`src/rtl/pc_sequencer.sv`:
```
// Program counter sequencer: exception, stall, return, jump, branch and sequential fetch addressing.
// The return-address stack is built only when PC_SEQ_RAS_EN is defined.
module pc_sequencer #(
  parameter int unsigned       ADDR_W    = 32,
  parameter logic [ADDR_W-1:0] RESET_VEC = '0,
  parameter logic [ADDR_W-1:0] EXC_VEC   = ADDR_W'(32'h80),
  parameter int unsigned       RAS_DEPTH = 4
) (
  input  logic              clk,
  input  logic              reset,
  input  logic              stall,
  input  logic              exc,
  input  logic              branch_taken,
  input  logic [ADDR_W-1:0] branch_offset,
  input  logic              jump,
  input  logic [ADDR_W-1:0] jump_target,
  input  logic              call,
  input  logic              ret,
  output logic [ADDR_W-1:0] i_addr,
  output logic              i_valid,
  output logic              ras_ovf,
  output logic              ras_unf
);

  logic [ADDR_W-1:0] pc_q, pc_d;
  logic              valid_q, valid_d;
  logic [ADDR_W-1:0] pc_plus4, branch_pc, jump_pc;

  assign pc_plus4  = pc_q + ADDR_W'(4);
  assign branch_pc = pc_plus4 + (branch_offset << 2);
  assign jump_pc   = {jump_target[ADDR_W-1:2], 2'b00};

`ifdef PC_SEQ_RAS_EN
  localparam int unsigned PtrW = (RAS_DEPTH > 1) ? $clog2(RAS_DEPTH) : 1;
  localparam int unsigned CntW = PtrW + 1;

  logic [ADDR_W-1:0] ras_q [RAS_DEPTH];
  logic [ADDR_W-1:0] ras_d [RAS_DEPTH];
  logic [PtrW-1:0]   sp_q, sp_d, sp_inc;
  logic [CntW-1:0]   cnt_q, cnt_d;
  logic              ovf_q, ovf_d, unf_q, unf_d;
  logic              ras_empty, ras_full;
  logic [ADDR_W-1:0] ras_top;
  logic              do_push, do_pop, ret_unf;

  // sp_q points at the newest entry; when full, sp_q + 1 is the oldest slot
  assign sp_inc    = sp_q + PtrW'(1);
  assign ras_empty = (cnt_q == '0);
  assign ras_full  = (cnt_q == CntW'(RAS_DEPTH));
  assign ras_top   = ras_q[sp_q];
`endif

  always_comb begin
    pc_d    = pc_q;
    valid_d = 1'b1;
`ifdef PC_SEQ_RAS_EN
    do_push = 1'b0;
    do_pop  = 1'b0;
    ret_unf = 1'b0;
`endif
    if (!valid_q) begin
      // first edge out of reset only raises i_valid; PC stays at RESET_VEC
      pc_d = pc_q;
    end else if (exc) begin
      pc_d = EXC_VEC;
    end else if (stall) begin
      pc_d = pc_q;
    end else if (ret) begin
`ifdef PC_SEQ_RAS_EN
      if (ras_empty) begin
        pc_d    = pc_plus4;
        ret_unf = 1'b1;
      end else begin
        pc_d   = ras_top;
        do_pop = 1'b1;
      end
`else
      pc_d = pc_plus4;
`endif
    end else if (jump) begin
      pc_d = jump_pc;
`ifdef PC_SEQ_RAS_EN
      do_push = call;
`endif
    end else if (branch_taken) begin
      pc_d = branch_pc;
    end else begin
      pc_d = pc_plus4;
    end
  end

`ifdef PC_SEQ_RAS_EN
  always_comb begin
    ras_d = ras_q;
    sp_d  = sp_q;
    cnt_d = cnt_q;
    ovf_d = ovf_q;
    unf_d = unf_q | ret_unf;
    if (do_push) begin
      ras_d[sp_inc] = pc_plus4;
      sp_d          = sp_inc;
      if (ras_full) begin
        ovf_d = 1'b1;
      end else begin
        cnt_d = cnt_q + CntW'(1);
      end
    end else if (do_pop) begin
      sp_d  = sp_q - PtrW'(1);
      cnt_d = cnt_q - CntW'(1);
    end
  end

  always_ff @(posedge clk or negedge reset) begin
    if (!reset) begin
      ras_q <= '{default: '0};
      sp_q  <= '0;
      cnt_q <= '0;
      ovf_q <= 1'b0;
      unf_q <= 1'b0;
    end else begin
      ras_q <= ras_d;
      sp_q  <= sp_d;
      cnt_q <= cnt_d;
      ovf_q <= ovf_d;
      unf_q <= unf_d;
    end
  end

  assign ras_ovf = ovf_q;
  assign ras_unf = unf_q;

  logic unused_bits;
  assign unused_bits = ^jump_target[1:0];
`else
  assign ras_ovf = 1'b0;
  assign ras_unf = 1'b0;

  // call and the stack depth have no effect without the return-address stack
  logic unused_bits;
  assign unused_bits = call ^ RAS_DEPTH[0] ^ (^jump_target[1:0]);
`endif

  always_ff @(posedge clk or negedge reset) begin
    if (!reset) begin
      pc_q    <= RESET_VEC;
      valid_q <= 1'b0;
    end else begin
      pc_q    <= pc_d;
      valid_q <= valid_d;
    end
  end

  assign i_addr  = pc_q;
  assign i_valid = valid_q;

endmodule
```
`config.mk`:
```
export PLATFORM = sky130hd
export DESIGN_NAME = pc_sequencer
export DESIGN_NICKNAME = d
export VERILOG_FILES = /design/src/rtl/pc_sequencer.sv
export SDC_FILE = /design/constraint.sdc
export NUM_CORES = 1
export LEC_CHECK = 0
export ABC_AREA = 1
export BUFFER_PORTS_ARGS = -buffer_cell sky130_fd_sc_hd__buf_2
export CORE_UTILIZATION = 40
export DETAILED_ROUTE_END_ITERATION = 12
export GPL_TIMING_DRIVEN = 0
export REMOVE_ABC_BUFFERS = 1
export SLEW_MARGIN = 10
export SYNTH_ARGS = -nofsm -noshare
export SYNTH_HDL_FRONTEND = slang
export SYNTH_SLANG_ARGS = --single-unit
```
`constraint.sdc`:
```
create_clock -name clk -period 2.5 [get_ports clk]
set_input_delay 0.125 -clock clk [delete_from_list [all_inputs] [get_ports clk]]
set_output_delay 0.125 -clock clk [all_outputs]
set_load 0.05 [all_outputs]
```
---- Yosys cells after proc, flatten, opt, wreduce, memory -nomap -nowiden ----
Index checks and enable logic that the tools add are counted.
operators by class
  equal/unequal tests ..................... 1
  multipliers ............................. 0
  shift-type cells ........................ 0
  divide/modulo/power cells ............... 0
  order comparisons ....................... 0
  bitwise logic cells ..................... 0
  add/sub/neg operators ................... 2
  reduce and logical (&&, ||, !) cells .... 1
  multiplexer cells ....................... 5
operators by type and width
  operator                 count
  $mux W32                 5
  $add A32 B3 Y32 const B  1
  $add A32 B32 Y32         1
  $ne A2 B1 Y1 const B     1
  $reduce_and A2 Y1        1
word-level totals
  memories ................................ 0
  logic and storage cells ................. 11
  output and inout bits ................... 35
  bits in registers ....................... 33
  input port bits ......................... 72
  latch bits .............................. 0
  memory bits (read-only) ................. 0
  memory bits (writable) .................. 0

---- Longest topological paths before layout ----
Gate-level depths: netlist (run 1).
  depth after elaboration ................. 7
  depth in mapped cells ................... 28
  mapped depth without buffers ............ 28

---- Least setup slack after synthesis (run 1) ----
OpenSTA, ideal clock, no wires.
  path type ............................... register to register
  from .................................... register pc_q[2] (netlist: i_addr[2])
  to ...................................... register pc_q[30] (netlist: i_addr[30])
  clock period less this slack ............ 3.120 ns
  library setup time ...................... 0.118 ns
  data required time ...................... 2.382 ns
  path buffers ............................ 0
  stages on the path, launching flop included .. 22
  arrival time ............................ 3.002 ns
  slack ................................... -0.620 ns
  cells stage by stage .................... dfrtp_1 -> nand3_2 -> nor2_4 -> nand2_2 -> nor2_4 -> nand3_2 -> nor2_1 -> xor2_1 -> inv_1 -> ha_1 -> a21oi_1 -> o21ai_0 -> a21oi_1 -> nor2_1 -> nor2_1 -> nand2_1 -> nand2_1 -> nand3_1 -> nand2_1 -> nand2_1 -> nand2_1 -> nand2_1
between the ends
  longest elaborated chain between the ends .. 7
ends and longest elaborated chain
  element                 line  text
  from (decl)             25    logic [ADDR_W-1:0] pc_q, pc_d;
  from (signal assigned)  148   pc_q <= pc_d;
  $add A32 B3 Y32 (*)     29    assign pc_plus4 = pc_q + ADDR_W'(4);
  $add A32 B32 Y32        30    assign branch_pc = pc_plus4 + (branch_offset << 2);
  $mux W32                85    end else if (branch_taken) begin
  $mux W32                80    end else if (jump) begin
  $mux W32 (*)            68    end else if (ret) begin
  $mux W32 (*)            66    end else if (stall) begin
  $mux W32 (*)            64    end else if (exc) begin
Every way passes the cells marked *; elsewhere a longest branch is shown, timed or not. The select of a mux whose other input is x is not followed.
A chain may end at the register's enable or synchronous reset.

---- Worst setup path after layout (run 1) ----
  from .................................... register pc_q[13] (netlist: i_addr[13])
  to ...................................... register pc_q[25] (netlist: i_addr[25])
The elaborated chain is that of the path after synthesis.

==> impl_metrics.json, run 1 <==
{
  "holdPathStages": 5,
  "die_h_um": 112,
  "cp-end-kind": "flop",
  "track_usage_pct": 29.5,
  "routed_via_density": 5.32,
  "crit_type": "flop to flop",
  "placed_cells": 1074,
  "path_buf_inv": 2,
  "multi_input_area_um2": 4940,
  "cts_root_buf": "clkbuf_16",
  "drive_gt1_share_pct": 46.4,
  "nets": 1132,
  "overflow": 0,
  "ys_warn_count": 0,
  "synth_top_family_by_area": "simple AND/OR/NAND/NOR gates",
  "slowest_delay_ns": 0.44,
  "drc": 3,
  "worstHoldPathType": "input port to flop",
  "clk_pin_slew_ns": 0.05,
  "coreArea_um2": 11600,
  "synth_edf_count": 0,
  "power_leakage_nw": 3.92,
  "synth_compound_area_share_pct": 12.6,
  "globalplace.congestion": 0.936,
  "synth_ff_type": "dfrtp_1",
  "syn_inst": 850,
  "portBuffers": 97,
  "period_needed_ns": 3.04,
  "cts_tree": "done",
  "htreeDepth": 2,
  "syn_to_final_growth_pct": 58.7,
  "grt_pass1_vias": 5707,
  "clk_path_buf_depth": 2,
  "crit_path_top_delay_cell": "dfrtp_1",
  "relSlewSlack_pct": 25.1,
  "diodes": 0,
  "synth_xor_area_share_pct": 5.94,
  "routedWlPerCell_um": 16.9,
  "reg2regPathDepth": 20,
  "ant_nets": 0,
  "worst_pin_slew_ns": 1.12,
  "synth-adder-area-share_pct": 9.46,
  "place_area_um2": 5420,
  "num_vias": 6200,
  "setup_slack_ns": -0.544,
  "path_max_fanout": 5,
  "rsz0062_at_grt": "true",
  "arrival_ns": 3.21,
  "yosysMostFrequentCell": "nand2_1",
  "initial_core_util_pct": 41.7,
  "worstPathRequired_ns": 2.66,
  "start_kind": "flop",
  "hold_violations": 0,
  "ir_worst_vdd_mv": 0.470,
  "synthTopCellsByArea": "nand2_1 23%, dfrtp_1 16%, inv_1 9.1%",
  "synthTopCellsByCount": "303 x nand2_1, 117 x inv_1, 72 x nor2_1, 59 x nand3_1, 51 x a21oi_1",
  "antenna_found_initial": 0,
  "setup-violations-final": 27,
  "dp_slack_ns": -0.814,
  "r2r_end": "i_addr[25]",
  "syn_area_um2": 4840,
  "skew_ns": 0.00964,
  "fp-row-count": 39,
  "avgSynthCellArea_um2": 5.70,
  "dieArea_um2": 12500,
  "holdPathEnd": "i_addr[20]",
  "synth-seq-cells": 31,
  "yosysTopAreaCell": "nand2_1",
  "fmax_mhz": 329,
  "final_area_um2": 7680,
  "hp-start": "jump_target[20]",
  "rrSetupSlack_ns": -0.54,
  "crit_family": "simple AND/OR/NAND/NOR gates",
  "critical_path.cell_chain": "nand2_2 > nor2_4 > nand3_2 > nor2_4 > nand3_4 > nor2_4 > xor2_2 > inv_2 > ha_4 > nand2_4 > inv_4 > nand2_4 > nor3_4 > nand4_1 > nand4_1 > nand3_2 > nand2_1 > nand2_1 > nand2_2 > nand2_1",
  "clock-sinks": 31,
  "fillers": 1001,
  "grt_max_degree": 32,
  "drv_cap": 0,
  "grt_pass1_wl_um": 29000,
  "synth_top_area_share_pct": 23.5,
  "register_area_um2": 796,
  "dr.pass1.iters": 10,
  "violations": "DRC, setup timing",
  "cts_buffers": 5,
  "synth-async-reset-ratio_pct": 100,
  "outcome": "finished with violations",
  "timing.rr.start": "i_addr[13]",
  "wl_um": 19700,
  "synth.distinct_cells": 41,
  "power-per-cell-area_nw_per_um2": 477,
  "yosys.area_share.simple_pct": 44.4,
  "slew_violations": 0,
  "seq_area_frac_synth_pct": 16.0,
  "drt_first_iter_violations": 492,
  "fp.dieW_um": 112,
  "io_pins": 107,
  "finalCritPeriodShare_pct": 122,
  "insertion_delay_ns": 0.28,
  "hpwl_um": 13500,
  "fin_cells": 1166,
  "muxShareOfSynthArea_pct": 0
}
layout make-up:
cell class	instances	area share [%]
inverter	121	6.07
sequential	31	10.4
multi-input combinational	682	64.3
timing repair buffer	183	15.3
clock buffer	6	1.68
tap	143	2.33
power breakdown:
| group | total [W] | switching [W] | internal [W] |
|---|---|---|---|
| Clock | 0.000567 | 0.000211 | 0.000357 |
| Combinational | 0.00244 | 0.00150 | 0.000939 |
| Sequential | 0.000654 | 0.0000837 | 0.000570 |
| Total | 0.00366 | 0.00180 | 0.00187 |
how the worst max path moves through the flow:
stage	endpoint	cells after the start	slack, ns	start
6_report	i_addr[25]	20	-0.54	i_addr[13]
5_1_grt	i_addr[31]	26	-0.73	i_addr[13]
4_1_cts	i_addr[31]	26	-0.50	i_addr[12]
3_5_place_dp	i_addr[27]	21	-0.81	i_addr[2]
3_3_place_gp	i_addr[27]	21	-0.83	i_addr[2]
2_1_floorplan	i_addr[30]	21	-0.65	i_addr[2]
through the flow:
step / hold WS (ns) / total power [W] / util [%] / TNS [ns]
global placement: 0.210 / 0.00215 / 46.7 / -16.22
CTS: 0.198 / 0.00328 / 60.2 / -8.65
finish: 0.198 / 0.00366 / 66.1 / -10.50
global route: 0.225 / 0.00387 / 66.1 / -15.06
detailed placement: 0.214 / 0.00215 / 46.7 / -16.22
floorplan: -0.171 / 0.00173 / - / -9.85
worst reg2reg max path, delay by kind of cell, from the launching register on:
kind	cells	cell delay, ns
adders and majority gates	1	0.32
xor gates and xnor gates	1	0.17
DFF	1	0.44
buffers and inverters	2	0.14
and+or+nand+nor	16	1.85
per-layer routing:
metal / GRT usage, % / vias to the layer above / routed length, um
met5: 0 / - / 0
met4: 7.73 / 0 / 514
met3: 2.05 / 38 / 1250
met2: 49.7 / 261 / 9360
met1: 41.0 / 2864 / 8570
li1: - / 3037 / -
cells in the final DEF, fill, tap and decap left out, types with 5 or more instances in the layout:
cell type / instances
a21oi_4: 7
nand3_1: 45
nor3_4: 5
nor2_1: 36
inv_2: 25
buf_6: 8
ha_1: 10
nand2_1: 230
nand4_1: 11
a21oi_2: 13
nor2_4: 26
o21ai_1: 14
dfrtp_1: 15
inv_1: 89
dfrtp_2: 16
nand3_2: 13
nand2_2: 51
a21oi_1: 31
xor2_1: 9
o21ai_0: 16
or2_2: 12
buf_4: 76
clkbuf_16: 5
buf_2: 97
nand3_4: 5
ha_4: 24
o21ai_2: 8
o211ai_1: 6
nor2_2: 21
inv_4: 5
nand2_4: 25
xor2_2: 10
conb_1: 5
registers in the layout (all words and copies together), names as in the netlist:
signal and count:
i_valid 1, i_addr 30
kinds of logic (layout without fill, tap and decap cells):
group / after synthesis / count (layout)
buffers and inverters: 140 / 310
AO/OA/AOI/OAI: 112 / 112
XOR/XNOR: 32 / 32
other: 2 / 5
adder cells (fa/ha/maj): 36 / 36
flip-flops: 31 / 31
AND/OR/NAND/NOR: 497 / 497
what timing repair did:
| item | CTS | global route |
|---|---|---|
| pin swaps | 86 | 92 |
| endpoints found under the setup margin | 27 | 28 |
| buffers inserted | 59 | 28 |
| endpoints found under the hold margin | 31 | 0 |
| resized for setup | 241 | 121 |
| hold buffers | 1 | 0 |
Power figures use the tool's default switching activity.
==> inputs of run 2 (changes only) <==
SKIP_LAST_GASP = 1   (was unset)
clock period = 3.85 ns   (was 2.5 ns; I/O delays follow)
==> run 2 against run 1 <==
The flow finishes with violations (DRC). Cell area decreased by 28%. Wire length decreased by 19%. Via count shrank 13%. Clock-buffer cell count is the same. Die area did not move. First-iteration DRC count down 26%.
==> impl_metrics.json, run 2 (synthesis gave the netlist of run 1 again) <==
{
  "outcome": "finished with violations",
  "violations": "DRC",
  "grt_pass1_wl_um": 25400,
  "clk_pin_slew_ns": 0.05,
  "syn_to_final_growth_pct": 14.8,
  "slowest_delay_ns": 0.46,
  "dieArea_um2": 12500,
  "worstHoldPathType": "input port to flop",
  "nets": 1047,
  "die_h_um": 112,
  "cp-end-kind": "flop",
  "setup-violations-final": 0,
  "power-per-cell-area_nw_per_um2": 317,
  "clk_path_buf_depth": 2,
  "initial_core_util_pct": 41.7,
  "drive_gt1_share_pct": 14.7,
  "slew_violations": 0,
  "fin_util_pct": 47.9,
  "clock-sinks": 31,
  "io_pins": 107,
  "crit_path_top_delay_cell": "dfrtp_1",
  "crit_family": "simple AND/OR/NAND/NOR gates",
  "cts_resized": 0,
  "final_common_cell": "nand2_1",
  "finalCritPeriodShare_pct": 87.7,
  "fp-row-count": 39,
  "htreeDepth": 2,
  "start_kind": "flop",
  "path_max_fanout": 5,
  "fillers": 1332,
  "cts_root_buf": "clkbuf_16",
  "coreArea_um2": 11600,
  "period_needed_ns": 3.37,
  "relSlewSlack_pct": 23.8,
  "rsz0062_at_grt": "false",
  "grt_max_degree": 32,
  "multi_input_area_um2": 3530,
  "num_vias": 5418,
  "dr.pass1.iters": 9,
  "cts_buffers": 5,
  "arrival_ns": 3.54,
  "skew_ns": 0.00381,
  "drv_cap": 0,
  "routed_via_density": 5.01,
  "antenna_found_initial": 0,
  "diodes": 0,
  "globalplace.congestion": 0.936,
  "track_usage_pct": 25.9,
  "largest_reg_flops": 30,
  "dp_slack_ns": 0.536,
  "worst_pin_slew_ns": 1.14,
  "register_area_um2": 776,
  "path_common_cell": "nand2_1",
  "ir_worst_vdd_mv": 0.270,
  "setup_slack_ns": 0.475,
  "post_cts_buffers": 0,
  "drt_first_iter_violations": 365,
  "wl_um": 15900,
  "grt_pass1_vias": 5027,
  "hold_violations": 0,
  "path_buf_inv": 1,
  "cts_tree": "done",
  "insertion_delay_ns": 0.27,
  "setup_tns_ns": 0,
  "overflow": 0,
  "crit_type": "flop to flop",
  "final_cell_mix": "303 x nand2_1, 117 x inv_1, 97 x buf_2",
  "drc": 3,
  "power_leakage_nw": 3.21,
  "power_w": 0.00177,
  "portBuffers": 97,
  "fp.dieW_um": 112,
  "ant_nets": 0,
  "routedWlPerCell_um": 14.7,
  "critical_path.cell_chain": "nand2_4 > nor3_4 > nand2_2 > nor2_2 > nand2_1 > xnor2_1 > ha_1 > nand2_1 > inv_1 > nand2_1 > nand3_1 > o21ai_0 > nand3_1 > nand2_1 > nand3_1 > nand2_1 > nand2_1 > nand2_1 > nand2_1",
  "fmax_mhz": 296,
  "worstPathRequired_ns": 4.01,
  "hpwl_um": 13500
}
==> run 2: repair_timing <==
item                       in CTS  in global routing
hold buffers                    1                  0
hold endpoints to repair       23                  0
setup endpoints to repair       0                  0
==> run 2: final timing paths <==
path	end	slack, ns	from	cells after the start
worst max-delay path	i_addr[25]	0.48	i_addr[5]	19
min in group asynchronous	i_valid	0.49	reset	2
worst max register to register	i_addr[25]	0.48	i_addr[5]	19
worst min-delay path	i_addr[20]	0.26	jump_target[20]	5
max in group asynchronous	i_addr[15]	2.91	reset	2
worst min register to register	i_addr[30]	0.55	i_addr[30]	2
==> run 2: power breakdown <==
group	internal [W]	leakage [nW]	total [W]	switching, W
clock network	0.000231	0.0628	0.000356	0.000125
logic	0.000299	2.74	0.000979	0.000680
registers	0.000366	0.404	0.000430	0.0000640
==> run 2: through the flow <==
stage,instances,area (um^2),hold WS [ns]
after CTS,1081,5560,0.265
after global placement,1074,5420,0.277
final,1081,5560,0.262
after detailed placement,1074,5420,0.282
after global routing,1081,5560,0.288
after floorplan,834,4760,-0.103
==> run 2: final cells by class <==
class                   count  area share (%)
well taps                 143            3.22
multi-input cells         682            63.4
repair buffers             98            8.91
flip-flops and latches     31            14.0
clock buffers               6            2.32
inverters                 121            8.17
==> run 2: worst reg2reg max path, cell delays in order, from the launching register on <==
cell	delay, ns
dfrtp_1	0.46
nand2_4	0.12
nor3_4	0.16
nand2_2	0.12
nor2_2	0.26
nand2_1	0.11
xnor2_1	0.37
ha_1	0.37
nand2_1	0.13
inv_1	0.05
nand2_1	0.06
nand3_1	0.11
o21ai_0	0.31
nand3_1	0.13
nand2_1	0.08
nand3_1	0.12
nand2_1	0.11
nand2_1	0.05
nand2_1	0.09
nand2_1	0.05
==> run 2: metal layers <==
metal	track usage (%)	wire, um	vias to the layer above
met5	0	0	-
met4	6.67	259	0
met3	1.35	844	17
met2	41.3	6880	143
met1	38.2	7960	2390
li1	-	-	2868
